<file path="src/rtl/cga_mode_programmer.sv">
// ISA I/O-write initiator that loads CRTC, mode-control and colour-select registers for one of four CGA modes.
// Optional CGA_MODE_BLANK_FIRST_EN prepends a video-disabled mode-control write so the CRTC is reprogrammed blanked.
module cga_mode_programmer #(
    parameter logic [15:0] IO_BASE_ADDR = 16'h3d0,
    parameter int unsigned SETUP_CYC    = 2,
    parameter int unsigned STROBE_CYC   = 3,
    parameter int unsigned HOLD_CYC     = 1
) (
    input  logic        clk,
    input  logic        reset_l,
    input  logic        start,
    input  logic [1:0]  mode,
    output logic        busy,
    output logic        done,
    output logic        bus_req,
    input  logic        bus_gnt,
    output logic [14:0] bus_a,
    output logic [7:0]  bus_d,
    output logic        bus_iow_l,
    output logic        bus_aen
);
    localparam int unsigned IDX_W = 6;
    localparam int unsigned CNT_W = 8;
`ifdef CGA_MODE_BLANK_FIRST_EN
    localparam int unsigned PRE = 1;
`else
    localparam int unsigned PRE = 0;
`endif
    localparam int unsigned LAST = 33 + PRE;

    typedef enum logic [2:0] {
        S_IDLE,
        S_REQ,
        S_SETUP,
        S_STROBE,
        S_HOLD,
        S_DONE
    } state_t;

    function automatic logic [7:0] crtc_val(input logic [1:0] m, input logic [3:0] r);
        logic       gfx;
        logic       hi;
        logic [7:0] v;
        gfx = m[1];
        hi  = (m == 2'd1);
        case (r)
            4'd0:    v = hi  ? 8'h71 : 8'h38;
            4'd1:    v = hi  ? 8'h50 : 8'h28;
            4'd2:    v = hi  ? 8'h5a : 8'h2d;
            4'd3:    v = 8'h0a;
            4'd4:    v = gfx ? 8'h7f : 8'h1f;
            4'd5:    v = 8'h06;
            4'd6:    v = gfx ? 8'h64 : 8'h19;
            4'd7:    v = gfx ? 8'h70 : 8'h1c;
            4'd8:    v = 8'h02;
            4'd9:    v = gfx ? 8'h01 : 8'h07;
            4'd10:   v = 8'h06;
            4'd11:   v = 8'h07;
            default: v = 8'h00;
        endcase
        return v;
    endfunction

    function automatic logic [7:0] mode_val(input logic [1:0] m);
        logic [7:0] v;
        case (m)
            2'd0:    v = 8'h28;
            2'd1:    v = 8'h29;
            2'd2:    v = 8'h2a;
            default: v = 8'h1e;
        endcase
        return v;
    endfunction

    function automatic logic [7:0] color_val(input logic [1:0] m);
        return (m == 2'd3) ? 8'h3f : 8'h30;
    endfunction

    // Address/data for write slot idx: {addr[14:0], data[7:0]}.
    function automatic logic [22:0] wr_word(input logic [IDX_W-1:0] idx, input logic [1:0] m);
        logic [IDX_W-1:0] s;
        logic [14:0]      a;
        logic [7:0]       d;
        s = idx - IDX_W'(PRE);
        if (PRE != 0 && idx == '0) begin
            a = 15'(IO_BASE_ADDR + 16'd8);
            d = mode_val(m) & 8'hf7;
        end else if (s < IDX_W'(32)) begin
            if (s[0]) begin
                a = 15'(IO_BASE_ADDR + 16'd5);
                d = crtc_val(m, s[4:1]);
            end else begin
                a = 15'(IO_BASE_ADDR + 16'd4);
                d = {4'h0, s[4:1]};
            end
        end else if (s == IDX_W'(32)) begin
            a = 15'(IO_BASE_ADDR + 16'd8);
            d = mode_val(m);
        end else begin
            a = 15'(IO_BASE_ADDR + 16'd9);
            d = color_val(m);
        end
        return {a, d};
    endfunction

    state_t           state_q, state_d;
    logic [IDX_W-1:0] idx_q, idx_d;
    logic [CNT_W-1:0] cnt_q, cnt_d;
    logic [1:0]       mode_q, mode_d;
    logic             busy_q, busy_d;
    logic             done_q, done_d;
    logic             req_q, req_d;
    logic             iow_l_q, iow_l_d;
    logic [14:0]      a_q, a_d;
    logic [7:0]       dat_q, dat_d;
    logic [22:0]      word;
    logic             drive;

    always_ff @(posedge clk) begin
        if (!reset_l) begin
            state_q <= S_IDLE;
            idx_q   <= '0;
            cnt_q   <= '0;
            mode_q  <= '0;
            busy_q  <= 1'b0;
            done_q  <= 1'b0;
            req_q   <= 1'b0;
            iow_l_q <= 1'b1;
            a_q     <= '0;
            dat_q   <= '0;
        end else begin
            state_q <= state_d;
            idx_q   <= idx_d;
            cnt_q   <= cnt_d;
            mode_q  <= mode_d;
            busy_q  <= busy_d;
            done_q  <= done_d;
            req_q   <= req_d;
            iow_l_q <= iow_l_d;
            a_q     <= a_d;
            dat_q   <= dat_d;
        end
    end

    // Outputs are registered from the next state, so they line up with state_q.
    always_comb begin
        state_d = state_q;
        idx_d   = idx_q;
        cnt_d   = cnt_q;
        mode_d  = mode_q;
        case (state_q)
            S_IDLE: begin
                if (start) begin
                    mode_d  = mode;
                    idx_d   = '0;
                    state_d = S_REQ;
                end
            end
            S_REQ: begin
                if (bus_gnt) begin
                    cnt_d   = '0;
                    state_d = S_SETUP;
                end
            end
            S_SETUP: begin
                if (cnt_q == CNT_W'(SETUP_CYC - 1)) begin
                    cnt_d   = '0;
                    state_d = S_STROBE;
                end else begin
                    cnt_d = cnt_q + CNT_W'(1);
                end
            end
            S_STROBE: begin
                if (cnt_q == CNT_W'(STROBE_CYC - 1)) begin
                    cnt_d   = '0;
                    state_d = S_HOLD;
                end else begin
                    cnt_d = cnt_q + CNT_W'(1);
                end
            end
            S_HOLD: begin
                // The NEXT decision is taken on the last hold clock so writes stay back-to-back.
                if (cnt_q == CNT_W'(HOLD_CYC - 1)) begin
                    cnt_d = '0;
                    if (idx_q == IDX_W'(LAST)) begin
                        state_d = S_DONE;
                    end else begin
                        idx_d   = idx_q + IDX_W'(1);
                        state_d = bus_gnt ? S_SETUP : S_REQ;
                    end
                end else begin
                    cnt_d = cnt_q + CNT_W'(1);
                end
            end
            S_DONE:  state_d = S_IDLE;
            default: state_d = S_IDLE;
        endcase

        word    = wr_word(idx_d, mode_d);
        drive   = (state_d == S_SETUP) || (state_d == S_STROBE) || (state_d == S_HOLD);
        a_d     = drive ? word[22:8] : '0;
        dat_d   = drive ? word[7:0] : '0;
        iow_l_d = (state_d != S_STROBE);
        req_d   = drive || (state_d == S_REQ);
        busy_d  = (state_d != S_IDLE);
        done_d  = (state_d == S_DONE);
    end

    assign busy      = busy_q;
    assign done      = done_q;
    assign bus_req   = req_q;
    assign bus_iow_l = iow_l_q;
    assign bus_a     = a_q;
    assign bus_d     = dat_q;
    assign bus_aen   = 1'b0;
endmodule

</file>
<file path="config.mk">
export PLATFORM = sky130hd
export DESIGN_NAME = cga_mode_programmer
export DESIGN_NICKNAME = d
export VERILOG_FILES = /design/src/rtl/cga_mode_programmer.sv
export SDC_FILE = /design/constraint.sdc
export NUM_CORES = 1
export LEC_CHECK = 0
export ABC_AREA = 1
export BUFFER_PORTS_ARGS = -buffer_cell sky130_fd_sc_hd__clkbuf_2
export CAP_MARGIN = 20
export CORE_MARGIN = 1
export CORE_UTILIZATION = 40
export CTS_CLUSTER_DIAMETER = 120
export DETAILED_ROUTE_END_ITERATION = 7
export GPL_ROUTABILITY_DRIVEN = 0
export PLACE_DENSITY = 0.72
export SKIP_CTS_REPAIR_TIMING = 1
export SLEW_MARGIN = 15
export SYNTH_ARGS = -nofsm -noshare
export SYNTH_HDL_FRONTEND = slang
export SYNTH_SLANG_ARGS = --single-unit
export TNS_END_PERCENT = 100
</file>
<file path="constraint.sdc">
create_clock -name clk -period 2.1 [get_ports clk]
set_input_delay 0.105 -clock clk [delete_from_list [all_inputs] [get_ports clk]]
set_output_delay 0.105 -clock clk [all_outputs]
set_load 0.03 [all_outputs]
</file>
---- Yosys cells after proc, flatten, opt, wreduce, memory -nomap -nowiden ----
Index checks and enable logic that the tools add are counted.
cells by class
  $lt $le $gt $ge ......................... 1
  equality and inequality tests ........... 29
  mux-type cells .......................... 35
  reductions and logical operators ........ 12
  $add $sub $neg .......................... 2
operator list
  cell                 count
  $pmux 7 s11          1
  $mux 8               7
  $mux 7               6
  $pmux 8 s4           1
  $mux 3               7
  $mux 6               3
  $pmux 6 s3           1
  $eq 4x3->1 const B   4
  $eq 4x4->1 const B   4
  $mux 15              1
  $pmux 3 s5           1
  $eq 3x2->1 const B   4
  $eq 6x6->1 const B   2
  $pmux 6 s2           1
  $eq 3x3->1 const B   3
  $add 8x1->8 const B  1
  $eq 4x2->1 const B   2
  $eq 8x1->1 const B   1
  $eq 8x2->1 const B   1
  $logic_not 8->1      1
  $add 6x1->6 const B  1
  $eq 3x1->1 const B   2
  $lt 6x6->1 const B   1
  $mux 2               3
  other kinds (15)     20
word-level totals
  register bits ........................... 46
  output and inout port bits .............. 28
  input port bits ......................... 6

---- Logic depth before layout (Yosys ltp) ----
Gate-level depths: netlist (run 1).
  depth after elaboration ................. 9
  mapped depth ............................ 18
  depth with buffers taken out ............ 18

---- Least setup slack after synthesis (run 1) ----
OpenSTA, ideal clock, no wires.
  kind .................................... reg2reg
  from .................................... register idx_q[1]
  to ...................................... register dat_q[1], in the netlist bus_d[1]
  data arrival time ....................... 1.760 ns
  path slack .............................. 0.224 ns
  buffers on the path ..................... 0
  data required time ...................... 1.984 ns
  stages on the path, launching flop included .. 16
  cell sequence ........................... dfxtp_1 -> inv_1 -> ha_1 -> nand2_1 -> inv_1 -> nand3_2 -> nand2_1 -> o21ai_0 -> nand2_2 -> and2_1 -> nand3_1 -> nand2_1 -> inv_1 -> nand3_1 -> o21ai_1 -> nand2_1
between the ends
  word-level cells in the longest chain between the ends .. 9
ends and longest elaborated chain
  what                                              RTL line  source
  from (decl)                                       107       logic [IDX_W-1:0] idx_q, idx_d;
  from (signal assigned)                            133       idx_q <= idx_d;
  $add 6x1->6 / $eq 6x6->1 (equally long branches)  188, 185
  $mux 6                                            185       if (idx_q == IDX_W'(LAST)) begin
  $mux 6                                            183       if (cnt_q == CNT_W'(HOLD_CYC - 1)) begin
  $pmux 6 s2                                        151       case (state_q)
  $eq 4x4->1 / $eq 4x3->1 (equally long branches)   46        case (r)
  $reduce_or 2->1 (no source line)                  -
  $pmux 7 s11                                       46
  $mux 8                                            89        if (s[0]) begin
  $mux 8                                            88        end else if (s < IDX_W'(32)) begin
  to (signal assigned)                              141       dat_q <= dat_d;
  to (decl)                                         115       logic [7:0] dat_q, dat_d;
Parallel ways exist; a longest one is shown, timed or not.
A chain may end at the register's enable or synchronous reset.

---- Worst setup path in the final report (run 1) ----
  from .................................... register state_q[2]
  to ...................................... register dat_q[2], in the netlist bus_d[2]
between the ends
  word-level cells in the longest chain between the ends .. 7
ends and longest elaborated chain
  what                                                               RTL line  source
  from (decl)                                                        106       state_t state_q, state_d;
  from (signal assigned)                                             132       state_q <= state_d;
  $eq 3x3->1 / $logic_not 3->1 (equally long branches)               151
  $pmux 6 s2 / $mux 2 (equally long branches)                        151
  $eq 4x4->1, or another cell as far along                           46
  $reduce_or 2->1 (no source line) / $mux 7 (equally long branches)  -
  $pmux 7 s11                                                        46
  $mux 8                                                             89
  $mux 8                                                             88
Parallel ways exist; a longest one is shown, timed or not.

==> impl_metrics.yaml, run 1 <==
cts:
  numClockSinks: 34
  cts-root-buf: "clkbuf_8"
  htreeDepth: 2
  insertion_delay_ns: 0.30
  clk_path_buf_depth: 2
  numCtsBuffers: 5
  cts_tree: "built"
  clk_pin_slew_ns: 0.07
worst_setup_path:
  reg2reg_slack_ns: 0.05
  r2r_end: "bus_d[2]"
  rr_worst_depth: 13
  max_stage_delay_ns: 0.46
  cpLargestDelayFamily: "simple AND/OR/NAND/NOR gates"
  cp.arrival_ns: 2.29
  end_kind: "register"
  slowest_stage: "dfxtp_1"
  criticalPathCategory: "register to register"
  cp-start-kind: "register"
  cp.buffers_inverters: 2
  cp_common_cell: "nand2_1"
  worstPathMaxFanout: 7
  cp_cell_sequence: "inv_2, nor2_4, buf_4, nand4_1, nand2_1, nand2_4, nor2_1, nand3_2, nand2_1, nor2_1, nand3_1, nand2_1, a21oi_1"
  cp.required_ns: 2.33
  r2r_start: "state_q[2]"
cells_and_area:
  fin_area_um2: 2785
  diodes: 0
  post-route-util_pct: 53.18
  final_nets: 391
  areaGrowthSynthToFinish_pct: 25.27
  multi_input_area_um2: 1406
  fillCellCount: 501
  seqCellArea_um2: 684.4
  final_cells: 450
  layout-drive-gt1-share_pct: 34.21
synth:
  synth_top_family_by_area: "simple AND/OR/NAND/NOR gates"
  synth-edff-count: 0
  synth-simple-area-share_pct: 40.86
  ys_async_sr_fraction_pct: 0
  synthMuxAreaShare_pct: 0
  synth_top_area_share_pct: 30.61
  synth_compound_area_share_pct: 11.20
  syn_avg_cell_area_um2: 6.779
  synthTopCellsByCount: "nand2_1, dfxtp_1, inv_1"
  yosys_warnings: 0
  synth-adder-area-share_pct: 3.376
  syn_area_um2: 2223
  synth_cells: 328
  ys_seq_elements: 34
  yosys.cell_types.count: 37
  synth_area_leaders: "dfxtp_1, nand2_1, inv_1"
  yosysMostFrequentCell: "nand2_1"
  yosysSeqAreaShare_pct: 30.61
  synth_top_area_cell: "dfxtp_1"
  ys.flop_type: "dfxtp_1"
  synth_xor_area_share_pct: 0.3939
floorplan:
  start_util_pct: 42.45
  fp.dieArea_um2: 5861
  coreArea_um2: 5238
  die_h_um: 76.56
  dieWidth_um: 76.56
  rows: 26
  ios: 34
drt:
  drc: 0
  wirelength_mm: 5.524
  vias: 2297
  first_pass_iters: 5
  vias_per_cell: 5.104
  drt-wirelength-per-cell_um: 12.28
  initialDrtViolationCount: 179
  final_antenna_net_count: 0
placement:
  io_buffers: 24
  placed_cells: 427
  post_dp_cell_area_um2: 2454
  post-place-ws_ns: 0.01473
  dp_hpwl_mm: 3.809
sta:
  slew-limit-headroom_pct: 64.09
  tightestPinTransition_ns: 0.5387
  hold_viol_final: 0
  min_period_ns: 2.055
  hold_ws_ns: 0.1074
  rsz0062_at_grt: "yes"
  tns_ns: 0
  setup_violations: 0
  worst_slack_ns: 0.04504
  fin_crit_sh_pct: 97.86
  max_freq_ghz: 0.4866
  final.setup_skew_ns: 0.009563
  report.final.slew_viol_count: 0
power_and_ir_drop:
  report.power.total_mw: 1.541
  power_density_nw_per_um2: 553.2
  leakage_nw: 1.343
  vdd_drop_max_mv: 0.2483
outcome:
  status: "finished, final reports clean"
global_route:
  grt_util_all_layers_pct: 17.71
  grt_pass1_wl_mm: 8.369
  antenna_found_initial: 0
  grt-ovfl-total: 0
  grt_pass1_vias: 1858
  grt_max_degree: 15
worst_hold_path:
  whs_endpoint: "mode_q[1]"
  min_path_type: "input pin to register"
  holdPathStages: 3
  hold_start: "mode[1]"
job:
  maxCapViolCount: 0
## worst max path at each step
stage | from | to | slack [ns] | cells after the start
global route | state_q[2] | bus_d[3] | -0.11 | 13
detailed placement | cnt_q[1] | bus_d[0] | 0.01 | 13
CTS | cnt_q[1] | bus_d[0] | -0.01 | 13
floorplan | idx_q[1] | bus_d[1] | 0.22 | 15
finish | state_q[2] | bus_d[2] | 0.05 | 13
global placement | cnt_q[1] | bus_d[0] | 0.07 | 13
## registers in the layout, indices dropped and copies added, names as in the netlist
register   cells
cnt_q          8
bus_d          7
idx_q          6
bus_a          4
state_q        3
mode_q         2
bus_iow_l      1
bus_req        1
busy           1
done           1
## per-layer routing
metal  part of all wire [%]  track usage [%]
met2                     45            27.12
met1                     47            24.07
met5                      0                0
met3                    5.4            3.832
met4                    2.4            6.923
## cells in the final DEF (no fill, tap or decap), drive strengths merged, types with 2 or more instances in the layout
master / synthesis / routed
buf: 16 / 27
dfxtp: 34 / 34
o21a: 2 / 2
nor2: 42 / 43
clkbuf: 1 / 31
nand4: 10 / 10
nor3: 9 / 9
ha: 6 / 6
o21ai: 20 / 20
a21oi: 12 / 12
nand2: 87 / 87
nand3: 31 / 32
conb: 1 / 9
inv: 46 / 46
## report_power, final
part / switching [mW] / internal [mW]
Combinational: 0.234 / 0.118
Sequential: 0.0105 / 0.665
Clock: 0.249 / 0.264
## final cells by class
type	count	area share [%]
multi-input combinational	241	50.49
timing repair buffer	51	12.31
tap	70	3.145
inverter	46	6.199
sequential	34	24.57
clock inverter	1	0.1797
clock buffer	7	3.100
## worst register-to-register path, delay by kind of cell, from the launching register on
kind | cells | cell delay (ns)
AOI/OAI and AO/OA | 1 | 0.10
buffers and inverters | 2 | 0.29
DFF | 1 | 0.46
and+or+nand+nor | 10 | 1.14
## cells by family (layout without fill, tap and decap cells)
logic type,after synthesis,in the layout
AO/OA/AOI/OAI,40,40
XOR/XNOR,1,1
adder cells (fa/ha/maj),6,6
buffers and inverters,63,105
flip-flops,34,34
other,1,9
AND/OR/NAND/NOR,183,185
Note: power is estimated with default switching activity, not from simulation.
==> run 2: changes to the inputs <==
--- a/config.mk
+++ b/config.mk
@@ -6,6 +6,7 @@
 export NUM_CORES = 1
 export LEC_CHECK = 0
 export ABC_AREA = 1
+export ABC_CLOCK_PERIOD_IN_PS = 1750
 export BUFFER_PORTS_ARGS = -buffer_cell sky130_fd_sc_hd__clkbuf_2
 export CAP_MARGIN = 20
 export CORE_MARGIN = 1
@@ -13,7 +14,8 @@
 export CTS_CLUSTER_DIAMETER = 120
 export DETAILED_ROUTE_END_ITERATION = 7
 export GPL_ROUTABILITY_DRIVEN = 0
-export PLACE_DENSITY = 0.72
+export PLACE_DENSITY = 0.74
+export REMOVE_ABC_BUFFERS = 1
 export SKIP_CTS_REPAIR_TIMING = 1
 export SLEW_MARGIN = 15
 export SYNTH_ARGS = -nofsm -noshare
==> constraint.sdc (replaced) <==
create_clock -name clk -period 1.75 [get_ports clk]
set_input_delay 0.0875 -clock clk [delete_from_list [all_inputs] [get_ports clk]]
set_output_delay 0.0875 -clock clk [all_outputs]
set_load 0.03 [all_outputs]
==> impl_metrics.yaml, run 2 (synthesis results as in run 1) <==
sta:
  hold_viol_final: 0
  report.final.slew_viol_count: 0
  fin_crit_sh_pct: 122.2
  worst_slack_ns: -0.3890
  rsz0062_at_grt: "yes"
  final.setup_skew_ns: 0.008947
  setup_violations: 16
  max_freq_ghz: 0.4675
  min_period_ns: 2.139
  hold_ws_ns: 0.1038
  tns_ns: -3.341
worst_setup_path:
  end_kind: "register"
  cp_cell_sequence: "buf_4, inv_1, nor3_1, nand2_1, nand2_1, nand3b_1, o21ai_2, inv_2, nand2_4, nand2_4, nand2_4, nor2_4, nand2_1, nand2_1"
  cp.required_ns: 1.98
  reg2reg_slack_ns: -0.39
  cp.arrival_ns: 2.37
  worstPathMaxFanout: 6
  cp-start-kind: "register"
  r2r_end: "bus_d[4]"
  rr_worst_depth: 14
  max_stage_delay_ns: 0.35
  cp_common_cell: "nand2_1"
  r2r_start: "state_q[0]"
  criticalPathCategory: "register to register"
  slowest_stage: "dfxtp_2"
cts:
  cts_tree: "built"
  cts-root-buf: "clkbuf_8"
  clk_path_buf_depth: 2
  insertion_delay_ns: 0.29
  clk_pin_slew_ns: 0.08
  htreeDepth: 2
  numClockSinks: 34
  numCtsBuffers: 5
outcome:
  status: "finished with violations"
  failed_checks: "setup timing"
drt:
  drc: 0
  wirelength_mm: 6.935
  final_antenna_net_count: 0
  initialDrtViolationCount: 263
  drt-wirelength-per-cell_um: 13.71
  vias: 2644
  first_pass_iters: 5
  vias_per_cell: 5.225
global_route:
  grt-ovfl-total: 0
  grt_pass1_vias: 2230
  grt_pass1_wl_mm: 9.715
  antenna_found_initial: 0
  grt_max_degree: 14
  grt_util_all_layers_pct: 20.52
floorplan:
  fp.dieArea_um2: 5861
  start_util_pct: 42.45
  coreArea_um2: 5238
  ios: 34
  rows: 26
  die_h_um: 76.56
  dieWidth_um: 76.56
cells_and_area:
  largest_reg_flops: 8
  final_nets: 447
  fin_area_um2: 3383
  areaGrowthSynthToFinish_pct: 52.17
  layout-drive-gt1-share_pct: 48.85
  top_register: "cnt_q"
  final_cell_mix: "buf_4, nand2_1, inv_1"
  diodes: 0
  final_common_cell: "buf_4"
  post-route-util_pct: 64.60
  final_cells: 506
job:
  maxCapViolCount: 0
placement:
  placed_cells: 485
  post_dp_cell_area_um2: 2889
  post-place-ws_ns: -0.2492
  dp_hpwl_mm: 4.323
  io_buffers: 24
worst_hold_path:
  hold_start: "reset_l"
  whs_endpoint: "busy"
  holdPathStages: 3
  min_path_type: "input pin to register"
power_and_ir_drop:
  vdd_drop_max_mv: 0.4279
  power_density_nw_per_um2: 610.0
  report.power.total_mw: 2.064
  leakage_nw: 1.654
## run 2: changes by cell type in the layout (fill, tap and decap cells not counted), sizes merged
cell,before,now
nand3,32,31
buf,27,85
nor2,43,42
clkinv,1,0
clkbuf,31,32
## run 2: final cells by class
| type | count | area (um^2) |
|---|---|---|
| Fill cell | 375 | 1854 |
| Multi-Input combinational cell | 239 | 1525 |
| Timing Repair Buffer | 109 | 797.0 |
| Sequential cell | 34 | 690.7 |
| Inverter | 46 | 172.7 |
| Clock buffer | 8 | 110.1 |
| Tap cell | 70 | 87.58 |
## run 2: per-layer routing
layer,wire [um],up-vias,GRT usage (%)
li1,-,1251,-
met1,2899,1212,26.71
met2,3243,146,32.79
met3,474,35,3.473
met4,318,0,9.808
met5,0,-,0
## run 2: how the worst max path moves through the flow
stage                     startpoint        to  cells past startpoint
final                     state_q[0]  bus_d[4]                     14
after global routing        cnt_q[1]  bus_d[4]                     16
after CTS                   cnt_q[0]  bus_d[1]                     14
after detailed placement    cnt_q[0]  bus_d[3]                     13
after global placement      cnt_q[0]  bus_d[1]                     14
after floorplan             cnt_q[0]  bus_d[1]                     14
## run 2: where the power goes
part           total, mW  switching (mW)  internal, mW
Sequential         0.810          0.0116         0.799
Clock              0.697           0.299         0.398
Combinational      0.556           0.334         0.223
## run 2: worst max-delay path: cells and delay by family, from the launching register on
| family | cells | cell delay (ns) |
|---|---|---|
| simple gates | 10 | 1.36 |
| flops | 1 | 0.35 |
| buf+inv | 3 | 0.26 |
| compound gates | 1 | 0.10 |
